==> config.mk <==
export PLATFORM = sky130hd
export DESIGN_NAME = avg_handshake_fifo
export DESIGN_NICKNAME = d
export VERILOG_FILES = /design/src/rtl/avg_handshake_fifo_pkg.sv /design/src/rtl/avg_handshake_fifo_sync_fifo_mem.sv /design/src/rtl/avg_handshake_fifo.sv
export SDC_FILE = /design/constraint.sdc
export NUM_CORES = 1
export LEC_CHECK = 0
export ABC_AREA = 0
export CAP_MARGIN = 20
export CORE_MARGIN = 1
export CORE_UTILIZATION = 53
export CTS_CLUSTER_DIAMETER = 150
export DETAILED_ROUTE_END_ITERATION = 10
export PLACE_DENSITY = 0.87
export SYNTH_ARGS = -nofsm -noshare
export SYNTH_HDL_FRONTEND = slang
export SYNTH_SLANG_ARGS = --single-unit
==> constraint.sdc <==
create_clock -name clock -period 2.99 [get_ports clock]
set_clock_uncertainty 0.2 [all_clocks]
set_input_delay 0.598 -clock clock [delete_from_list [all_inputs] [get_ports clock]]
set_output_delay 0.598 -clock clock [all_outputs]
set_load 0.05 [all_outputs]
==> src/rtl/avg_handshake_fifo_pkg.sv <==
//------------------------------------------------------------------------------
// Module   : avg_handshake_fifo_pkg
// Brief    : Shared state encodings, defaults and sizing helper for the
//            averager output elastic buffer.
// Revision : 1.0 - initial release
//------------------------------------------------------------------------------
`default_nettype none

package avg_handshake_fifo_pkg;

    localparam int c_DEFAULT_DEPTH = 4;
    localparam int c_DEFAULT_W     = 8;

    typedef enum logic [0:0] {
        I_WAIT = 1'b0,
        I_ACK  = 1'b1
    } in_state_t;

    typedef enum logic [1:0] {
        O_IDLE = 2'd0,
        O_WLO  = 2'd1,
        O_WHI  = 2'd2
    } out_state_t;

    // Occupancy must represent 0..DEPTH inclusive.
    function automatic int count_width(input int depth);
        return $clog2(depth + 1);
    endfunction

endpackage

`default_nettype wire

==> src/rtl/avg_handshake_fifo_sync_fifo_mem.sv <==
//------------------------------------------------------------------------------
// Module   : sync_fifo_mem
// Brief    : Register-array FIFO store with pointers and registered occupancy.
// Revision : 1.0 - initial release
//------------------------------------------------------------------------------
`default_nettype none

module sync_fifo_mem
    import avg_handshake_fifo_pkg::*;
#(
    parameter int DEPTH = c_DEFAULT_DEPTH,
    parameter int W     = c_DEFAULT_W,
    parameter int CW    = count_width(DEPTH)
) (
    input  logic          clock,
    input  logic          reset,
    input  logic          push,
    input  logic          pop,
    input  logic [W-1:0]  wdata,
    output logic [W-1:0]  rdata,
    output logic [CW-1:0] count,
    output logic          full,
    output logic          empty
);

    localparam int            AW           = $clog2(DEPTH);
    localparam logic [CW-1:0] c_FULL_COUNT = CW'(DEPTH);

    logic [W-1:0]  r_mem [DEPTH];
    logic [AW-1:0] r_wr_ptr;
    logic [AW-1:0] r_rd_ptr;
    logic [CW-1:0] r_count;
    logic [CW-1:0] w_count_next;
    logic          r_full;
    logic          r_empty;

    always_comb begin
        w_count_next = r_count;
        case ({push, pop})
            2'b10:   w_count_next = r_count + CW'(1);
            2'b01:   w_count_next = r_count - CW'(1);
            default: w_count_next = r_count;
        endcase
    end

    // Storage is left uninitialised; only the pointers define validity.
    always_ff @(posedge clock) begin
        if (push && !reset) begin
            r_mem[r_wr_ptr] <= wdata;
        end
    end

    always_ff @(posedge clock) begin
        if (reset) begin
            r_wr_ptr <= '0;
            r_rd_ptr <= '0;
            r_count  <= '0;
            r_full   <= 1'b0;
            r_empty  <= 1'b1;
        end else begin
            if (push) begin
                r_wr_ptr <= r_wr_ptr + AW'(1);
            end
            if (pop) begin
                r_rd_ptr <= r_rd_ptr + AW'(1);
            end
            r_count <= w_count_next;
            r_full  <= (w_count_next == c_FULL_COUNT);
            r_empty <= (w_count_next == '0);
        end
    end

    assign rdata = r_mem[r_rd_ptr];
    assign count = r_count;
    assign full  = r_full;
    assign empty = r_empty;

endmodule

`default_nettype wire

==> src/rtl/avg_handshake_fifo.sv <==
//------------------------------------------------------------------------------
// Module   : avg_handshake_fifo
// Brief    : dav_/rfd consumer -> FIFO -> dav_/rfd producer elastic buffer.
// Revision : 1.0 - initial release
//------------------------------------------------------------------------------
`default_nettype none

module avg_handshake_fifo
    import avg_handshake_fifo_pkg::*;
#(
    parameter int DEPTH = c_DEFAULT_DEPTH,
    parameter int W     = c_DEFAULT_W
) (
    input  logic                          clock,
    input  logic                          reset,
    input  logic                          dav_in_,
    input  logic [W-1:0]                  data_in,
    output logic                          rfd_out,
    output logic                          dav_out_,
    output logic [W-1:0]                  data_out,
    input  logic                          rfd_in,
    output logic [count_width(DEPTH)-1:0] count,
    output logic                          full,
    output logic                          empty
);

    localparam int CW = count_width(DEPTH);

    in_state_t  r_in_state;
    in_state_t  w_in_next;
    out_state_t r_out_state;
    out_state_t w_out_next;

    logic         w_push;
    logic         w_pop;
    logic [W-1:0] w_rdata;
    logic         r_rfd_out;
    logic         r_dav_out_;
    logic [W-1:0] r_data_out;

    sync_fifo_mem #(
        .DEPTH (DEPTH),
        .W     (W),
        .CW    (CW)
    ) u_mem (
        .clock (clock),
        .reset (reset),
        .push  (w_push),
        .pop   (w_pop),
        .wdata (data_in),
        .rdata (w_rdata),
        .count (count),
        .full  (full),
        .empty (empty)
    );

    // Upstream side: the registered full flag gates acceptance, so a
    // same-cycle pop never lets a write through one cycle early.
    always_comb begin
        w_in_next = r_in_state;
        w_push    = 1'b0;
        case (r_in_state)
            I_WAIT: begin
                if (!dav_in_ && !full) begin
                    w_push    = 1'b1;
                    w_in_next = I_ACK;
                end
            end
            I_ACK: begin
                if (dav_in_) begin
                    w_in_next = I_WAIT;
                end
            end
            default: w_in_next = I_WAIT;
        endcase
    end

    always_comb begin
        w_out_next = r_out_state;
        w_pop      = 1'b0;
        case (r_out_state)
            O_IDLE: begin
                if (!empty && rfd_in) begin
                    w_pop      = 1'b1;
                    w_out_next = O_WLO;
                end
            end
            O_WLO: begin
                if (!rfd_in) begin
                    w_out_next = O_WHI;
                end
            end
            O_WHI: begin
                if (rfd_in) begin
                    w_out_next = O_IDLE;
                end
            end
            default: w_out_next = O_IDLE;
        endcase
    end

    // Handshake outputs are decoded from next state so they leave flops.
    always_ff @(posedge clock) begin
        if (reset) begin
            r_in_state  <= I_WAIT;
            r_out_state <= O_IDLE;
            r_rfd_out   <= 1'b1;
            r_dav_out_  <= 1'b1;
            r_data_out  <= '0;
        end else begin
            r_in_state  <= w_in_next;
            r_out_state <= w_out_next;
            r_rfd_out   <= (w_in_next == I_WAIT);
            r_dav_out_  <= (w_out_next != O_WLO);
            if (w_pop) begin
                r_data_out <= w_rdata;
            end
        end
    end

    assign rfd_out  = r_rfd_out;
    assign dav_out_ = r_dav_out_;
    assign data_out = r_data_out;

endmodule

`default_nettype wire

Word-level counts from Yosys, hierarchy flattened
Memories as Yosys holds them, arrays and structs flattened. A register that Yosys moved wholly into a read port is not among the register bits.
Cells that the tools add are included.
{"block": "totals", "n_memories": 1, "inputBits": 12, "output_inout_bits": 15, "word_cells": 44, "regBits": 14, "ram_bits": 32}
{"name": "u_mem.r_mem", "words": 4, "word_bits": 8, "read_ports": 1, "rd_clocked_by_memory_dff": 1, "write_ports": 1, "line": "avg_handshake_fifo_sync_fifo_mem.sv:29", "rtl": "logic [W-1:0] r_mem [DEPTH];"}
{"block": "op_classes", "reduce_logical": 9, "n_bitwise": 2, "eq_ne": 6, "mux": 13, "add_sub_neg": 4}
{"op": "$mux 1", "count": 7}
{"op": "$mux 2", "count": 3}
{"op": "$pmux 2 s3", "count": 1}
{"op": "$pmux 3 s2", "count": 1}
{"op": "$add 2x1->2 const B", "count": 2}
{"op": "$eq 2x1->1 const B", "count": 2}
{"op": "$eq 2x2->1 const B", "count": 2}
{"op": "$logic_not 1->1", "count": 4}
{"op": "$add 3x1->3 const B", "count": 1}
{"op": "$eq 3x3->1 const B", "count": 1}
{"op": "$logic_and 1x1->1", "count": 3}
{"op": "$logic_not 3->1", "count": 1}
{"op": "$sub 3x1->3 const B", "count": 1}
{"op": "$logic_not 2->1", "count": 1}
{"op": "$ne 2x1->1 const B", "count": 1}
{"op": "$not 1->1", "count": 2}
{"op": "$pmux 1 s2", "count": 1}

Logic depth before layout (Yosys ltp)
{"block": "logic_depth", "ltp_word": 7, "mapped_depth": 7, "ltp_nobuf": 7}

Hierarchy
A second synthesis with hierarchy kept.
{"block": "hier_totals", "hier_cells": 147, "hier_area_um2": 2250.9}
{"mod": "sync_fifo_mem", "cells_each": 95, "area_per_inst_um2": 1666.6, "n_inst": 1}
{"mod": "avg_handshake_fifo", "cells_each": 52, "area_per_inst_um2": 584.3, "n_inst": 1}

Worst setup path before layout
OpenSTA, ideal clock, no wires.
{"block": "synth_timing", "kind": "register -> register", "startpoint": "reg u_mem.r_empty (netlist: u_mem.empty)", "endpoint": "reg u_mem.r_empty (netlist: u_mem.empty)", "path_buffers": 0, "path_slack_ns": 0.301, "arrival_ns": 2.373, "path_stages_with_launch": 8, "cell_sequence": "dfxtp_1 -> or4b_4 -> clkinv_1 -> ha_1 -> fa_1 -> xnor2_1 -> or3_1 -> a31o_2"}
{"block": "synth_between", "elab_chain_cells": 7, "elab_cells_between_ends": 8}
{"element": "from (decl)", "line": "avg_handshake_fifo_sync_fifo_mem.sv:35", "rtl": "logic r_empty;"}
{"element": "from (signal assigned)", "line": "avg_handshake_fifo_sync_fifo_mem.sv:69", "rtl": "r_empty <= (w_count_next == '0);"}
{"element": "$logic_not 1->1 (*)", "line": "avg_handshake_fifo.sv:83", "rtl": "if (!empty && rfd_in) begin"}
{"element": "$logic_and 1x1->1 (*)", "line": "avg_handshake_fifo.sv:83"}
{"element": "$mux 1 (*)", "line": "avg_handshake_fifo.sv:83"}
{"element": "$mux 1 (*)", "line": "avg_handshake_fifo.sv:81", "rtl": "case (r_out_state)"}
{"element": "$eq 2x1->1 or $eq 2x2->1 (tied branches)", "line": "avg_handshake_fifo_sync_fifo_mem.sv:39", "rtl": "case ({push, pop})"}
{"element": "$pmux 3 s2 (*)", "line": "avg_handshake_fifo_sync_fifo_mem.sv:39"}
{"element": "$logic_not 3->1 (*)", "line": "avg_handshake_fifo_sync_fifo_mem.sv:69"}
Every way passes the cells marked *; elsewhere a longest branch is shown, timed or not.
A chain may end at the register's enable or synchronous reset.

Worst setup path in the final report
{"block": "layout_timing", "startpoint": "in dav_in_", "endpoint": "reg u_mem.r_full (netlist: u_mem.full)"}
{"block": "layout_between", "elab_chain_cells": 7, "elab_cells_between_ends": 8}
{"element": "from (decl)", "line": "avg_handshake_fifo.sv:16", "rtl": "input logic dav_in_,"}
{"element": "$logic_not 1->1 (*)", "line": "avg_handshake_fifo.sv:64", "rtl": "if (!dav_in_ && !full) begin"}
{"element": "$logic_and 1x1->1 (*)", "line": "avg_handshake_fifo.sv:64"}
{"element": "$mux 1 (*)", "line": "avg_handshake_fifo.sv:64"}
{"element": "$mux 1 (*)", "line": "avg_handshake_fifo.sv:62", "rtl": "case (r_in_state)"}
{"element": "$eq 2x1->1 or $eq 2x2->1 (tied branches)", "line": "avg_handshake_fifo_sync_fifo_mem.sv:39"}
{"element": "$pmux 3 s2 (*)", "line": "avg_handshake_fifo_sync_fifo_mem.sv:39"}
{"element": "$eq 3x3->1 (*)", "line": "avg_handshake_fifo_sync_fifo_mem.sv:68", "rtl": "r_full <= (w_count_next == c_FULL_COUNT);"}
{"element": "to (signal assigned)", "line": "avg_handshake_fifo_sync_fifo_mem.sv:68"}
{"element": "to (decl)", "line": "avg_handshake_fifo_sync_fifo_mem.sv:34", "rtl": "logic r_full;"}
Marks and branches as above.

==> impl_metrics.env <==
export IMPL_grt_pass1_vias=1270
export IMPL_cp_end_kind="register"
export IMPL_hold_class="reg2reg"
export IMPL_crit_chain="clkdlybuf4s50_1, nor3_1, inv_1, ha_1, fa_1, xnor2_1, or3_1, a211oi_1"
export IMPL_first_pass_iters=4
export IMPL_drt_iter0_drc=74
export IMPL_peakVddDrop_uv=441
export IMPL_cts_root_buf="clkbuf_8"
export IMPL_clk_pin_slew_worst_paths_ns=0.09
export IMPL_dr_max_layer_used="met4"
export IMPL_critPathMaxFanout=3
export IMPL_syn_to_final_growth_pct=22.0
export IMPL_cts_resized=0
export IMPL_synth_seq_cells=54
export IMPL_num_rows=22
export IMPL_portBuffers=26
export IMPL_drt_met1_wl_um=1490
export IMPL_worstMarginPinSlew_ns=0.584
export IMPL_r2r_slack_ns=0.50
export IMPL_dp_hpwl_um=2520
export IMPL_place_ws_ns=-0.210
export IMPL_final_cell_mix="edfxtp_1 (32), clkdlybuf4s50_1 (26), dfxtp_1 (22)"
export IMPL_grt_pass1_wl_um=5890
export IMPL_relSlewSlack_pct=61.0
export IMPL_fin_crit_ns=2.88
export IMPL_cellLeakagePower_nw=0.862
export IMPL_setup_violations=0
export IMPL_cts_tree="done"
export IMPL_hold_violations=0
export IMPL_dieArea_um2=4120
export IMPL_period_share_pct=96.3
export IMPL_io_pins=27
export IMPL_hold_buffers=0
export IMPL_rsz0062_at_grt="false"
export IMPL_critPathKind="in2reg"
export IMPL_yosysUniqueCellTypes=28
export IMPL_via_per_inst=5.38
export IMPL_grt_max_degree=21
export IMPL_startpoint_type="input pin"
export IMPL_holdWs_ns=0.270
export IMPL_die_x_um=64.2
export IMPL_critical_path_arrival_ns=2.89
export IMPL_routed_wirelength_um=3550
export IMPL_avgRoutedWirePerCell_um=15.8
export IMPL_core_area_um2=3690
export IMPL_vias=1210
export IMPL_yosysWarnings=0
export IMPL_ys_seq_area_share_pct=68.3
export IMPL_critPathSlowestCell="clkdlybuf4s50_1"
export IMPL_drc=0
export IMPL_track_usage_pct=20.2
export IMPL_clock_latency_ns=0.31
export IMPL_final_util_pct=67.9
export IMPL_drtAntennaViolNets=0
export IMPL_final_cell_area_um2=2500
export IMPL_htreeDepth=2
export IMPL_wl_met3_um=178
export IMPL_synthCells=142
export IMPL_drv_cap=0
export IMPL_antenna_found_initial=0
export IMPL_grt_overflow=0
export IMPL_drv_slew=0
export IMPL_drive_gt1_share_pct=13.6
export IMPL_met2_length_um=1810
export IMPL_placed_area_um2=2400
export IMPL_crit_required_ns=3.00
export IMPL_p_per_area_nw_per_um2=665
export IMPL_routabilityCongestion=0.699
export IMPL_layout_commonest_cell="edfxtp_1"
export IMPL_synth_nets=160
export IMPL_netlist_area_um2=2050
export IMPL_final_nets=194
export IMPL_clock_path_buffers=2
export IMPL_numCtsBuffers=5
export IMPL_start_util_pct=55.6
export IMPL_cts_setup_buffers=0
export IMPL_crit_family="simple AND/OR/NAND/NOR gates"
export IMPL_setup_tns_ns=0
export IMPL_numClockSinks=54
export IMPL_max_freq_mhz=347
export IMPL_critical_path_max_stage_delay_ns=0.44
export IMPL_die_h_um=64.2
export IMPL_critPathBufInv=2
export IMPL_worst_slack_ns=0.112
export IMPL_n_antenna_cell=0
export IMPL_avgSynthCellArea_um2=14.5
export IMPL_outcome="completed"
final timing paths:
path,start,endpoint,cells after the start
setup reg to reg,u_mem.full,u_mem.full,7
hold / removal,data_out[2],data_out[2],2
hold reg to reg,data_out[2],data_out[2],2
setup / recovery,dav_in_,u_mem.full,8
worst reg2reg max path, delay by kind of cell (launching register included):
family / cells / cell delay (ns)
flops: 1 / 0.36
fa+ha+maj: 2 / 0.63
xor+xnor: 1 / 0.14
compound gates: 1 / 0.28
buf+inv: 1 / 0.11
simple gates: 2 / 0.67
kinds of logic (layout without fill, tap and decap cells):
group                      count (synthesis)  count (layout)  share of synthesized area [%]
DFF                                       54              54                           68.3
and+or+nand+nor                           38              38                           9.21
AOI/OAI and AO/OA                         18              18                           4.94
buffers and inverters                     13              48                           2.50
muxes                                     10              10                           9.76
adders and majority gates                  6               6                           4.02
xor gates and xnor gates                   3               3                           1.28
area by class of cell:
class	instances	area, um2
Multi-Input combinational cell	75	599
Clock inverter	2	13.8
Tap cell	48	60.1
Inverter	8	30.0
Timing Repair Buffer	32	305
Clock buffer	6	93.8
Sequential cell	54	1400
Fill cell	261	1180
registers in the layout, indices dropped and copies added (netlist names):
| register | count |
|---|---|
| rfd_out | 1 |
| u_mem.r_rd_ptr | 2 |
| u_mem.count | 3 |
| r_in_state | 1 |
| u_mem.empty | 1 |
| dav_out_ | 1 |
| data_out | 8 |
| r_out_state | 2 |
| u_mem.r_mem | 32 |
| u_mem.r_wr_ptr | 2 |
| u_mem.full | 1 |
metrics by stage:
step / power [mW] / cells
after global routing: 1.74 / 225
final: 1.66 / 225
after global placement: 1.22 / 217
after CTS: 1.68 / 225
after floorplan: 1.12 / 142
after detailed placement: 1.24 / 217
layer usage:
layer / vias up / global-route usage, %
met3: 7 / 6.96
met2: 31 / 32.7
met5: - / 0
met1: 593 / 23.9
li1: 579 / -
met4: 0 / 10.3
report_power, final:
part / leakage, nW / switching (mW) / internal (mW)
Sequential: 0.470 / 0.0411 / 0.834
Clock: 0.0567 / 0.230 / 0.217
Combinational: 0.336 / 0.195 / 0.147
Total: 0.862 / 0.466 / 1.20
cells in the mapped netlist:
master / count / area (um2)
edfxtp_1: 32 / 961
dfxtp_1: 22 / 440
nand2_1: 18 / 67.6
a21oi_1: 11 / 55.1
mux4_2: 8 / 180
inv_1: 7 / 26.3
ha_1: 5 / 62.6
and2_1: 4 / 25.0
nor2_1: 4 / 15.0
nand2b_1: 3 / 18.8
nor3_1: 3 / 15.0
o21ai_0: 3 / 15.0
xnor2_1: 3 / 26.3
buf_2: 2 / 10.0
clkbuf_1: 2 / 7.51
mux2i_1: 2 / 20.0
or3_1: 2 / 12.5
a211oi_1: 1 / 7.51
a31o_2: 1 / 8.76
and3b_1: 1 / 8.76
buf_1: 1 / 3.75
clkinv_1: 1 / 3.75
fa_1: 1 / 20.0
nor2b_1: 1 / 6.26
nor4_1: 1 / 6.26
o22a_1: 1 / 8.76
o22ai_1: 1 / 6.26
or4b_4: 1 / 13.8
(Power assumes the default switching activity.)
